`src/rtl/max2_log_pkg.sv`:
```
// Shared record type and widths for the second-largest change logger.
// Record fields are sized for the widest supported configuration.
package max2_log_pkg;
  localparam int DATA_W     = 32;
  localparam int TS_W       = 16;
  localparam int DROP_CNT_W = 16;

  typedef struct packed {
    logic [DATA_W-1:0] value;
    logic [TS_W-1:0]   ts;
  } rec_t;
endpackage

```
`src/rtl/max2_log_fifo.sv`:
```
// Synchronous FIFO of rec_t records. A write appears at the head one cycle later.
// A push into a full FIFO is accepted only if a pop frees a slot in the same cycle.
module max2_log_fifo
  import max2_log_pkg::*;
#(
  parameter int DEPTH = 4
) (
  input  logic                     clk,
  input  logic                     resetn,
  input  logic                     push,
  input  rec_t                     wr_rec,
  input  logic                     pop,
  output rec_t                     rd_rec,
  output logic                     full,
  output logic                     empty,
  output logic [$clog2(DEPTH):0]   level
);
  localparam int PW = $clog2(DEPTH);
  localparam int LW = PW + 1;

  rec_t          mem [DEPTH];
  logic [PW-1:0] wr_ptr;
  logic [PW-1:0] rd_ptr;
  logic          push_ok;
  logic          pop_ok;

  assign full    = (level == LW'(DEPTH));
  assign empty   = (level == '0);
  assign pop_ok  = pop && !empty;
  assign push_ok = push && (!full || pop_ok);

  // Head is forced to zero when empty so stale storage never leaks out.
  assign rd_rec  = empty ? '0 : mem[rd_ptr];

  always_ff @(posedge clk) begin
    if (push_ok) mem[wr_ptr] <= wr_rec;
  end

  always_ff @(posedge clk) begin
    if (!resetn) begin
      wr_ptr <= '0;
      rd_ptr <= '0;
      level  <= '0;
    end else begin
      if (push_ok) wr_ptr <= wr_ptr + PW'(1);
      if (pop_ok)  rd_ptr <= rd_ptr + PW'(1);
      case ({push_ok, pop_ok})
        2'b10:   level <= level + LW'(1);
        2'b01:   level <= level - LW'(1);
        default: level <= level;
      endcase
    end
  end
endmodule

```
`src/rtl/max2_change_logger.sv`:
```
// Logs {value, timestamp} whenever sample_in changes; record visible 1 cycle after detection.
// Sink stalls via out_ready; changes seen while full and not popping are dropped (MAX2_CHANGE_LOGGER_DROP_CNT_EN adds drop_count).
module max2_change_logger
  import max2_log_pkg::*;
#(
  parameter int DATA_WIDTH = 32,
  parameter int TS_WIDTH   = 16,
  parameter int DEPTH      = 4
) (
  input  logic                    clk,
  input  logic                    resetn,
  input  logic [DATA_WIDTH-1:0]   sample_in,
  output logic                    out_valid,
  input  logic                    out_ready,
  output logic [DATA_WIDTH-1:0]   out_value,
  output logic [TS_WIDTH-1:0]     out_ts,
  output logic [$clog2(DEPTH):0]  level,
  output logic                    overflow
`ifdef MAX2_CHANGE_LOGGER_DROP_CNT_EN
  ,
  output logic [DROP_CNT_W-1:0]   drop_count
`endif
);
  logic [TS_WIDTH-1:0]   ts_q;
  logic [DATA_WIDTH-1:0] prev_q;
  logic                  push_req;
  logic                  pop;
  logic                  full;
  logic                  empty;
  logic                  drop;
  rec_t                  wr_rec;
  rec_t                  rd_rec;

  assign push_req  = (sample_in != prev_q);
  assign out_valid = !empty;
  assign pop       = out_valid && out_ready;
  assign drop      = push_req && full && !pop;

  // DATA_WIDTH/TS_WIDTH must not exceed the package record field widths.
  always_comb begin
    wr_rec                     = '0;
    wr_rec.value[DATA_WIDTH-1:0] = sample_in;
    wr_rec.ts[TS_WIDTH-1:0]      = ts_q;
  end

  assign out_value = rd_rec.value[DATA_WIDTH-1:0];
  assign out_ts    = rd_rec.ts[TS_WIDTH-1:0];

  always_ff @(posedge clk) begin
    if (!resetn) begin
      ts_q   <= '0;
      prev_q <= '0;
    end else begin
      ts_q   <= ts_q + TS_WIDTH'(1);
      prev_q <= sample_in;
    end
  end

  max2_log_fifo #(
    .DEPTH (DEPTH)
  ) u_fifo (
    .clk    (clk),
    .resetn (resetn),
    .push   (push_req),
    .wr_rec (wr_rec),
    .pop    (pop),
    .rd_rec (rd_rec),
    .full   (full),
    .empty  (empty),
    .level  (level)
  );

`ifdef MAX2_CHANGE_LOGGER_DROP_CNT_EN
  always_ff @(posedge clk) begin
    if (!resetn) begin
      drop_count <= '0;
    end else if (drop && (drop_count != '1)) begin
      drop_count <= drop_count + DROP_CNT_W'(1);
    end
  end

  assign overflow = (drop_count != '0);
`else
  always_ff @(posedge clk) begin
    if (!resetn) begin
      overflow <= 1'b0;
    end else if (drop) begin
      overflow <= 1'b1;
    end
  end
`endif
endmodule

```
`config.mk`:
```
export PLATFORM = sky130hd
export DESIGN_NAME = max2_change_logger
export DESIGN_NICKNAME = d
export VERILOG_FILES = /design/src/rtl/max2_log_pkg.sv /design/src/rtl/max2_log_fifo.sv /design/src/rtl/max2_change_logger.sv
export SDC_FILE = /design/constraint.sdc
export NUM_CORES = 1
export LEC_CHECK = 0
export ABC_CLOCK_PERIOD_IN_PS = 5300
export BUFFER_PORTS_ARGS = -buffer_cell sky130_fd_sc_hd__clkbuf_2
export CORE_MARGIN = 2
export CORE_UTILIZATION = 62
export DETAILED_ROUTE_END_ITERATION = 12
export HOLD_SLACK_MARGIN = 0.03
export MAX_ROUTING_LAYER = met4
export PLACE_DENSITY = 0.83
export SLEW_MARGIN = 20
export SYNTH_ARGS = -nofsm -noshare
export SYNTH_HDL_FRONTEND = slang
export SYNTH_SLANG_ARGS = --single-unit
```
`constraint.sdc`:
```
create_clock -name clk -period 5.3 [get_ports clk]
set_input_delay 0.265 -clock clk [delete_from_list [all_inputs] [get_ports clk]]
set_output_delay 0.265 -clock clk [all_outputs]
set_load 0.01 [all_outputs]
```
==> impl_metrics.toml <==
[worst_setup_path]
worstSetupEndpointType = "flip-flop"
cp_data_arrival_time_ns = 3.24
critPathLaunch = "sample_in[9]"
r2r_start = "prev_q[9]"
worstSetupStartpointType = "input pin"
path_max_fanout = 6
cp_data_required_time_ns = 5.70
critPathKind = "in2reg"

[logic_synthesis]
synth.area.top_cells = "edfxtp_1, dfxtp_1, mux4_2"
synth_top_area_share_pct = 59.8
synth-seq-cells = 250
synth_cell_types = 33
ys_warn_count = 0
synth_area_per_cell_um2 = 17.9
synth_top_area_cell = "edfxtp_1"
syn_nets = 578
netlist_instances = 537
synth-seq-area-share_pct = 71.9
synth_area_mm2 = 0.00964

[grt]
antenna_found_initial = 0
grt-ovfl-total = 0
grt_max_degree = 59
grt_pass1_vias = 5209
grt_first_pass_wirelength_um = 28400
track_usage_pct = 23.4

[drt]
vias = 4968
drt_iter0_markers = 413
drcViolationCount = 0
routedWlPerCell_um = 21.4
dr.pass1.iters = 5
ant_nets = 0
routed_wl_um = 18300
viasPerCell = 5.79

[sta]
tightest_slew_ns = 1.06
max_slew_margin_pct = 29.6
period_share_pct = 53.7
setup_tns_ns = 0
finalSetupViolations = 0
setup_ws_ns = 2.45
hold_viol = 0
final-max-slew-violation-count = 0
worst_hold_slack_ns = 0.0362
grt_setup_unrepaired = "no"
finClkSkew_ns = 0.00990
layout_min_cycle_time_ns = 2.85
max_freq_mhz = 351

[power_and_ir_drop]
ir_drop_v = 0.000264
power_leakage_nw = 4.04
seqPwrFrac_pct = 46.4
clockPowerShare_pct = 31.1
pwr_density_cell_mw_per_mm2 = 486
p_int_mw = 4.00
p_switching_mw = 1.47
comb_power_share_pct = 22.5
switching_share_pct = 26.9

[status]
status = "completed"

[placed_design]
hpwl_um = 10700
gp_congestion = 0.741
place_ws_ns = 2.55
port-buffer-count = 87
place_area_mm2 = 0.0103

[clocking]
cts_tree = "built"
cts_buffers = 24
cts-resized-gates = 0
cts.sinks = 250
clock_path_buffers = 3
path_clk_slew_ns = 0.06
clk_latency_ns = 0.51
cts_htree_levels = 1
cts-root-buf = "clkbuf_16"

[floorplanning]
rows = 45
start_util_pct = 63.4
die_area_mm2 = 0.0166
fp.dieH_um = 129
core-area_mm2 = 0.0152
io_pins = 88
dieWidth_um = 129

[cells_and_area]
diodes = 0
layout.nets = 693
fill_cells = 885
layout-drive-gt1-share_pct = 27.8
multi_input_area_mm2 = 0.00261
final_cell_area_mm2 = 0.0113
layout_common_cells = "edfxtp_1, and2_1, clkbuf_2"
syn_to_final_growth_pct = 16.7
mostFrequentLayoutCell = "edfxtp_1"
regArea_mm2 = 0.00693

[run]
cap_violations = 0

[min_path]
hold_path.class = "in2reg"
hold_start = "sample_in[1]"
-- worst paths after layout --
kind,to,slack [ns],cells after the start
min reg2reg,overflow,0.49,1
min,u_fifo.mem[1][17],0.04,1
max reg2reg,u_fifo.level[1],2.59,9
max,u_fifo.level[1],2.45,11
-- final cells by class --
class,count,area share (%)
inverters,3,0.100
clock buffers,38,6.44
well taps,188,2.09
repair buffers,111,5.87
multi-input cells,262,23.2
clock inverters,6,0.678
flip-flops and latches,250,61.6
-- cells by family after synthesis --
group	after synthesis	share of synthesized area, %
DFF	250	71.9
AOI/OAI and AO/OA	6	0.584
xor gates and xnor gates	51	4.63
buffers and inverters	25	1.08
muxes	50	11.4
and+or+nand+nor	149	9.55
adders and majority gates	6	0.857
-- critical path: stages --
cell	delay [ns]
dlygate4sd3_1	0.53
clkbuf_2	0.15
xnor2_1	0.24
nand4_1	0.20
nor4_2	0.48
and3_2	0.29
fa_1	0.44
nand3_1	0.11
a21oi_1	0.06
a31o_1	0.23
o31a_1	0.25
-- flip-flops by register name, summed over array words and instances, names as in the netlist, named ones only --
| name | cells |
|---|---|
| prev_q | 32 |
| u_fifo.mem | 192 |
| overflow | 1 |
| ts_q | 16 |
| u_fifo.wr_ptr | 2 |
| u_fifo.rd_ptr | 2 |
| u_fifo.level | 3 |
-- routing by layer --
metal | share of wire (%) | vias up | wire (um) | global-route usage, %
met5 | 0 | - | 0 | -
met4 | 1.2 | 0 | 215 | 4.92
met3 | 5.7 | 26 | 1050 | 5.16
met2 | 51 | 142 | 9370 | 39.0
met1 | 42 | 2556 | 7680 | 30.3
li1 | - | 2244 | - | -
-- power groups by stage --
stage	clock network (mW)	logic [mW]	registers (mW)
global route	1.81	1.33	2.57
finish	1.70	1.23	2.54
floorplan	0	0.873	2.46
detailed placement	0	1.23	2.58
global placement	0	1.20	2.57
CTS	1.72	1.24	2.54
-- cell usage after synthesis --
cell         n
edfxtp_1   192
and2_1     106
dfxtp_1     58
mux4_2      48
xnor2_1     48
clkbuf_1    14
nand4_1     10
nand2_1      8
nand3_1      7
and3_1       6
buf_2        5
ha_1         5
inv_1        3
xor2_1       3
buf_1        2
mux2i_1      2
nor2_1       2
nor2b_1      2
nor4_2       2
a21boi_2     1
a21oi_1      1
a2bb2oi_2    1
a31o_1       1
and2_4       1
and3_2       1
and4_1       1
buf_4        1
fa_1         1
nand2b_1     1
o21a_1       1
o31a_1       1
or3_1        1
or4b_1       1
-- timing repair --
action,CTS,global route
endpoints found under the hold margin,68,4
hold buffers,17,1
buffers inserted,0,0
-- stage by stage --
stage          power [mW]  std cells  util, %
2_1_floorplan        3.33        537        -
3_3_place_gp         3.77        796     67.6
3_5_place_dp         3.81        796     67.6
4_1_cts              5.51        857     74.0
5_1_grt              5.71        858     74.0
6_report             5.47        858     74.0
No activity file was read; power rests on OpenSTA's default activity.
